### src/rtl/iic_cmd_arb.sv
// iic_cmd_arb: round-robin transaction arbiter sharing one byte-oriented IIC
// master command port between NREQ requesters (e.g. MS72xx init and runtime
// HDMI status polling). One register transaction is granted at a time. The
// winning command is latched and the completion is routed back. A watchdog
// aborts any transaction that the master never completes.
//
// Ports
//   clk, rst          : clock, synchronous active-high reset
//   en                : arbitration enable (no new grants while low)
//   req/req_rnw       : per-requester request and read(1)/write(0) select
//   req_dev/reg/wdata : per-requester command bytes, slice i = [8i+7:8i]
//   gnt               : one-hot grant, held for the whole transaction
//   rsp_valid         : one-hot one-cycle completion pulse
//   rsp_rdata/nack/timeout : completion payload, valid with rsp_valid
//   m_valid/m_ready   : command handshake towards the IIC master
//   m_rnw/dev/reg/wdata : latched command
//   m_done/m_rdata/m_nack : completion from the master
//   m_abort           : one-cycle pulse telling the master to drop the transfer
module iic_cmd_arb #(
  parameter int unsigned NREQ    = 2,
  parameter int unsigned TIMEOUT = 200_000
) (
  input  logic              clk,
  input  logic              rst,
  input  logic              en,
  input  logic [NREQ-1:0]   req,
  input  logic [NREQ-1:0]   req_rnw,
  input  logic [8*NREQ-1:0] req_dev,
  input  logic [8*NREQ-1:0] req_reg,
  input  logic [8*NREQ-1:0] req_wdata,
  output logic [NREQ-1:0]   gnt,
  output logic [NREQ-1:0]   rsp_valid,
  output logic [7:0]        rsp_rdata,
  output logic              rsp_nack,
  output logic              rsp_timeout,
  output logic              m_valid,
  input  logic              m_ready,
  output logic              m_rnw,
  output logic [7:0]        m_dev,
  output logic [7:0]        m_reg,
  output logic [7:0]        m_wdata,
  input  logic              m_done,
  input  logic [7:0]        m_rdata,
  input  logic              m_nack,
  output logic              m_abort
);

  localparam int unsigned IW = (NREQ > 1) ? $clog2(NREQ) : 1;
  localparam int unsigned CW = $clog2(TIMEOUT + 1);

  typedef enum logic [1:0] {
    S_IDLE,
    S_ISSUE,
    S_WAIT,
    S_RESP
  } state_t;

  state_t             state_q, state_d;
  logic [IW-1:0]      ptr_q, ptr_d;
  logic [IW-1:0]      win_q, win_d;
  logic [NREQ-1:0]    gnt_q, gnt_d;
  logic [NREQ-1:0]    rsp_valid_q, rsp_valid_d;
  logic [7:0]         rsp_rdata_q, rsp_rdata_d;
  logic               rsp_nack_q, rsp_nack_d;
  logic               rsp_timeout_q, rsp_timeout_d;
  logic               m_valid_q, m_valid_d;
  logic               m_rnw_q, m_rnw_d;
  logic [7:0]         m_dev_q, m_dev_d;
  logic [7:0]         m_reg_q, m_reg_d;
  logic [7:0]         m_wdata_q, m_wdata_d;
  logic               m_abort_q, m_abort_d;
  logic [CW-1:0]      cnt_q, cnt_d;

  // Round-robin pick: first set request at or after ptr, wrapping.
  logic               found;
  logic [IW-1:0]      pick;
  logic               sel_rnw;
  logic [7:0]         sel_dev, sel_reg, sel_wdata;

  always_comb begin
    logic [IW-1:0] idx;
    found = 1'b0;
    pick  = '0;
    idx   = '0;
    for (int unsigned i = 0; i < NREQ; i++) begin
      idx = IW'((32'(ptr_q) + i) % NREQ);
      if (!found && req[idx]) begin
        found = 1'b1;
        pick  = idx;
      end
    end
  end

  always_comb begin
    sel_rnw   = 1'b0;
    sel_dev   = '0;
    sel_reg   = '0;
    sel_wdata = '0;
    for (int unsigned j = 0; j < NREQ; j++) begin
      if (pick == IW'(j)) begin
        sel_rnw   = req_rnw[j];
        sel_dev   = req_dev[8*j +: 8];
        sel_reg   = req_reg[8*j +: 8];
        sel_wdata = req_wdata[8*j +: 8];
      end
    end
  end

  always_comb begin
    state_d       = state_q;
    ptr_d         = ptr_q;
    win_d         = win_q;
    gnt_d         = gnt_q;
    rsp_valid_d   = '0;
    rsp_rdata_d   = rsp_rdata_q;
    rsp_nack_d    = rsp_nack_q;
    rsp_timeout_d = rsp_timeout_q;
    m_valid_d     = m_valid_q;
    m_rnw_d       = m_rnw_q;
    m_dev_d       = m_dev_q;
    m_reg_d       = m_reg_q;
    m_wdata_d     = m_wdata_q;
    m_abort_d     = 1'b0;
    cnt_d         = cnt_q;

    unique case (state_q)
      S_IDLE: begin
        if (en && found) begin
          gnt_d       = '0;
          gnt_d[pick] = 1'b1;
          win_d       = pick;
          m_rnw_d     = sel_rnw;
          m_dev_d     = sel_dev;
          m_reg_d     = sel_reg;
          m_wdata_d   = sel_wdata;
          m_valid_d   = 1'b1;
          state_d     = S_ISSUE;
        end
      end

      S_ISSUE: begin
        if (m_ready) begin
          m_valid_d = 1'b0;
          cnt_d     = '0;
          state_d   = S_WAIT;
        end
      end

      S_WAIT: begin
        if (cnt_q != '1) begin
          cnt_d = cnt_q + 1'b1;
        end
        if (m_done) begin
          rsp_rdata_d        = m_rdata;
          rsp_nack_d         = m_nack;
          rsp_timeout_d      = 1'b0;
          rsp_valid_d[win_q] = 1'b1;
          state_d            = S_RESP;
        end else if (cnt_q >= CW'(TIMEOUT - 2)) begin
          // Decided one cycle early so the registered abort pulse lands
          // exactly TIMEOUT cycles after the handshake; rsp_valid follows
          // on the next cycle from within RESP.
          m_abort_d     = 1'b1;
          rsp_rdata_d   = '0;
          rsp_nack_d    = 1'b0;
          rsp_timeout_d = 1'b1;
          state_d       = S_RESP;
        end
      end

      S_RESP: begin
        if (rsp_valid_q == '0) begin
          // Timeout entry: abort cycle first, completion pulse next.
          rsp_valid_d[win_q] = 1'b1;
        end else begin
          gnt_d   = '0;
          ptr_d   = (win_q == IW'(NREQ - 1)) ? '0 : win_q + 1'b1;
          state_d = S_IDLE;
        end
      end

      default: state_d = S_IDLE;
    endcase
  end

  always_ff @(posedge clk) begin
    if (rst) begin
      state_q       <= S_IDLE;
      ptr_q         <= '0;
      win_q         <= '0;
      gnt_q         <= '0;
      rsp_valid_q   <= '0;
      rsp_rdata_q   <= '0;
      rsp_nack_q    <= 1'b0;
      rsp_timeout_q <= 1'b0;
      m_valid_q     <= 1'b0;
      m_rnw_q       <= 1'b0;
      m_dev_q       <= '0;
      m_reg_q       <= '0;
      m_wdata_q     <= '0;
      m_abort_q     <= 1'b0;
      cnt_q         <= '0;
    end else begin
      state_q       <= state_d;
      ptr_q         <= ptr_d;
      win_q         <= win_d;
      gnt_q         <= gnt_d;
      rsp_valid_q   <= rsp_valid_d;
      rsp_rdata_q   <= rsp_rdata_d;
      rsp_nack_q    <= rsp_nack_d;
      rsp_timeout_q <= rsp_timeout_d;
      m_valid_q     <= m_valid_d;
      m_rnw_q       <= m_rnw_d;
      m_dev_q       <= m_dev_d;
      m_reg_q       <= m_reg_d;
      m_wdata_q     <= m_wdata_d;
      m_abort_q     <= m_abort_d;
      cnt_q         <= cnt_d;
    end
  end

  assign gnt         = gnt_q;
  assign rsp_valid   = rsp_valid_q;
  assign rsp_rdata   = rsp_rdata_q;
  assign rsp_nack    = rsp_nack_q;
  assign rsp_timeout = rsp_timeout_q;
  assign m_valid     = m_valid_q;
  assign m_rnw       = m_rnw_q;
  assign m_dev       = m_dev_q;
  assign m_reg       = m_reg_q;
  assign m_wdata     = m_wdata_q;
  assign m_abort     = m_abort_q;

endmodule

### config.mk
export PLATFORM = sky130hd
export DESIGN_NAME = iic_cmd_arb
export DESIGN_NICKNAME = d
export VERILOG_FILES = /design/src/rtl/iic_cmd_arb.sv
export SDC_FILE = /design/constraint.sdc
export NUM_CORES = 1
export LEC_CHECK = 0
export BUFFER_PORTS_ARGS = -buffer_cell sky130_fd_sc_hd__buf_2
export CORE_MARGIN = 2
export CORE_UTILIZATION = 50
export CTS_CLUSTER_SIZE = 10
export DETAILED_ROUTE_END_ITERATION = 8
export PLACE_DENSITY = 0.77
export SYNTH_ARGS = -nofsm -noshare
export SYNTH_HDL_FRONTEND = slang
export SYNTH_SLANG_ARGS = --single-unit
### constraint.sdc
create_clock -name clk -period 2.55 [get_ports clk]
set_input_delay 0.51 -clock clk [delete_from_list [all_inputs] [get_ports clk]]
set_output_delay 0.51 -clock clk [all_outputs]
set_load 0.02 [all_outputs]
==> results.toml <==
[floorplan]
dieWidth_um = 81.98
floorplan.initialDensity = 0.5166
std_cell_rows = 28
core_area_sq_um = 5886
die_h_um = 81.98
design.portCount = 107
die_area_sq_um = 6721

[place]
io_buffers = 106
hpwl_mm = 5.480
gp_congestion = 0.8505
dpl_worst_slack_ns = 0.5126

[final_layout]
number_of_diodes = 0
layout.filler_cells = 504
largest_register_ff_count = 18
top_register = "cnt_q"
areaGrowthSynthToFinish_pct = 26.09
final_net_count = 529
layout-drive-gt1-share = 0.2993

[sta]
setup_slack_ns = 0.4781
setup_viol_count_final = 0
grt_setup_unrepaired = "false"
slew_viol_final = 0
worst-slew-pin-transition_ns = 0.7312
fmaxAchievable_mhz = 482.6
worst_clock_skew_ns = 0.007079
finalHoldViolations = 0
relSlewSlack = 0.5108
final.period_utilization = 0.8125
finalCriticalPeriod_ns = 2.072
sum_of_negative_setup_slack_ns = 0

[critical_path]
crit_path_max_fanout = 6
critPathLaunchType = "register"
critical_path_class = "reg2reg"
worst_path_max_stage_delay_ns = 0.58
crit_arrival_ns = 2.34
crit_path_end_kind = "register"
crit_path_top_delay_cell = "sky130_fd_sc_hd__or4_4"
critPathRequiredTime_ns = 2.82
worstPathCellList = "ha_1 -> inv_1 -> or4_4 -> or4_1 -> a21oi_1"

[global_route]
grt_pass1_vias = 2621
grt_util_all_layers = 0.2297
grt_overflow = 0
first_pass_grt_wire_length_mm = 11.92
initial_antenna_violation_count = 0
grt_max_degree = 52

[synthesis]
yosys.cell_types.count = 44
syn_area_sq_um = 3040
ys_top_cells_by_area = "sky130_fd_sc_hd__dfxtp_1 (41%), sky130_fd_sc_hd__mux2i_1 (8.6%), sky130_fd_sc_hd__a211oi_1 (6.7%), sky130_fd_sc_hd__nor2_1 (5.2%), sky130_fd_sc_hd__a21oi_1 (3.5%)"
synthDominantCellAreaShare = 0.4148
ys_seq_elements = 63
synth_area_leader_cell = "sky130_fd_sc_hd__dfxtp_1"
syn_area_per_cell_sq_um = 8.613
top_reg_cell_synth = "sky130_fd_sc_hd__dfxtp_1"
yosys_warnings = 0
async_flop_share = 0
postSynthNetCount = 426
synth_cells = 353
synth_enable_flop_cells = 0
seq_area_frac_synth = 0.4148

[clocking]
cts_inserted_buffers = 9
postCtsSetupRepairBufs = 0
cts-hold-fix-buffers = 0
clk_root_buffer_cell = "sky130_fd_sc_hd__clkbuf_8"
cts_tree = "built"
clock_sinks = 63
clk_pin_slew_ns = 0.07
clockBufferDepth = 2
cts-htree-levels = 3
cts-resized-gates = 0
clock_latency_ns = 0.34

[route]
drt-initial-drc-count = 319
route.antenna.remaining_nets = 0
drc_errors = 0
routed_wl_mm = 7.621
detailedRoute.firstPassIterationCount = 5
detail_route.vias_per_cell = 5.657
route.vias.total = 3032
wl_per_cell_um = 14.22

[pwr]
leakage_nw = 1.748
vdd_ir_drop_max_mv = 0.5091
power_density_nw_per_um2 = 817.2

[job]
max_cap_viol_count = 0

[status]
outcome = "complete, no violations"

[hold_path]
min-delay-path-class = "in2reg"
==> cell usage after synthesis, types with 9 or more instances <==
| cell | number |
|---|---|
| sky130_fd_sc_hd__or4_1 | 9 |
| sky130_fd_sc_hd__o32ai_1 | 9 |
| sky130_fd_sc_hd__clkbuf_1 | 19 |
| sky130_fd_sc_hd__nor2_1 | 42 |
| sky130_fd_sc_hd__mux2i_1 | 26 |
| sky130_fd_sc_hd__nand3_1 | 12 |
| sky130_fd_sc_hd__a21oi_1 | 21 |
| sky130_fd_sc_hd__inv_1 | 19 |
| sky130_fd_sc_hd__dfxtp_1 | 63 |
| sky130_fd_sc_hd__nand2_1 | 14 |
| sky130_fd_sc_hd__a211oi_1 | 27 |
| sky130_fd_sc_hd__o21ai_0 | 17 |
==> cell families after synthesis <==
family | share of synthesized area
buffers and inverters | 0.05432
multiplexers | 0.08930
flip-flops | 0.4148
AND/OR/NAND/NOR | 0.1967
AO/OA/AOI/OAI | 0.2161
adder cells (fa/ha/maj) | 0.02881
==> power by group <==
part / switching, W / total (W) / internal, W / leakage, nW
clock network: 0.000377 / 0.000781 / 0.000403 / 0.0894
logic: 0.000708 / 0.00113 / 0.000423 / 1.14
registers: 0.0000876 / 0.00122 / 0.00113 / 0.514
total: 0.00117 / 0.00313 / 0.00196 / 1.75
==> critical path: cells and delay by family (launching register included) <==
| family | cells | cell delay [ns] |
|---|---|---|
| fa+ha+maj | 1 | 0.25 |
| buf+inv | 1 | 0.10 |
| compound gates | 1 | 0.16 |
| flops | 1 | 0.41 |
| simple gates | 2 | 1.09 |
==> placed cells by master, fill, tap and decap left out, drive strengths merged, types with 13 or more instances in the layout <==
cell type,netlist,routed
nor2,42,42
a21oi,21,21
nand2,14,14
buf,4,115
o21ai,20,20
dfxtp,63,63
a211oi,27,27
inv,19,19
mux2i,26,26
clkbuf,19,13
==> final cells by class <==
| type | instances | area (sq um) | area share |
|---|---|---|---|
| clock inverter | 3 | 17.52 | 0.004569 |
| inverter | 19 | 71.32 | 0.01860 |
| sequential | 63 | 1261 | 0.3290 |
| clock buffer | 13 | 158.9 | 0.04145 |
| tap | 75 | 93.84 | 0.02448 |
| timing repair buffer | 115 | 598.1 | 0.1560 |
| multi-input combinational | 248 | 1633 | 0.4259 |
==> routing by layer <==
metal	GRT usage	up-vias	wire [um]
li1	-	1506	-
met1	0.2916	1392	3289
met2	0.3650	121	3684
met3	0.05604	13	511
met4	0.1100	0	135
met5	0	-	0
==> worst paths after layout <==
kind / from / end / slack [ns] / cells past startpoint
hold reg to reg: win_q / rsp_valid[0] / 0.49 / 1
hold / removal: m_rdata[5] / rsp_rdata[5] / 0.43 / 3
setup / recovery: cnt_q[1] / cnt_q[14] / 0.48 / 5
setup reg to reg: cnt_q[1] / cnt_q[14] / 0.48 / 5
==> per-stage QoR <==
stage / instance area [sq um] / utilization / hold WS (ns) / std cells / total power, W
2_1_floorplan: 3040 / - / 0.4414 / 353 / 0.002002
3_3_place_gp: 3657 / 0.6214 / 0.4715 / 520 / 0.002333
3_5_place_dp: 3657 / 0.6214 / 0.4752 / 520 / 0.002363
4_1_cts: 3834 / 0.6514 / 0.4262 / 536 / 0.003144
5_1_grt: 3834 / 0.6514 / 0.4312 / 536 / 0.003311
6_report: 3834 / 0.6514 / 0.4313 / 536 / 0.003133
(Power assumes the default switching activity.)
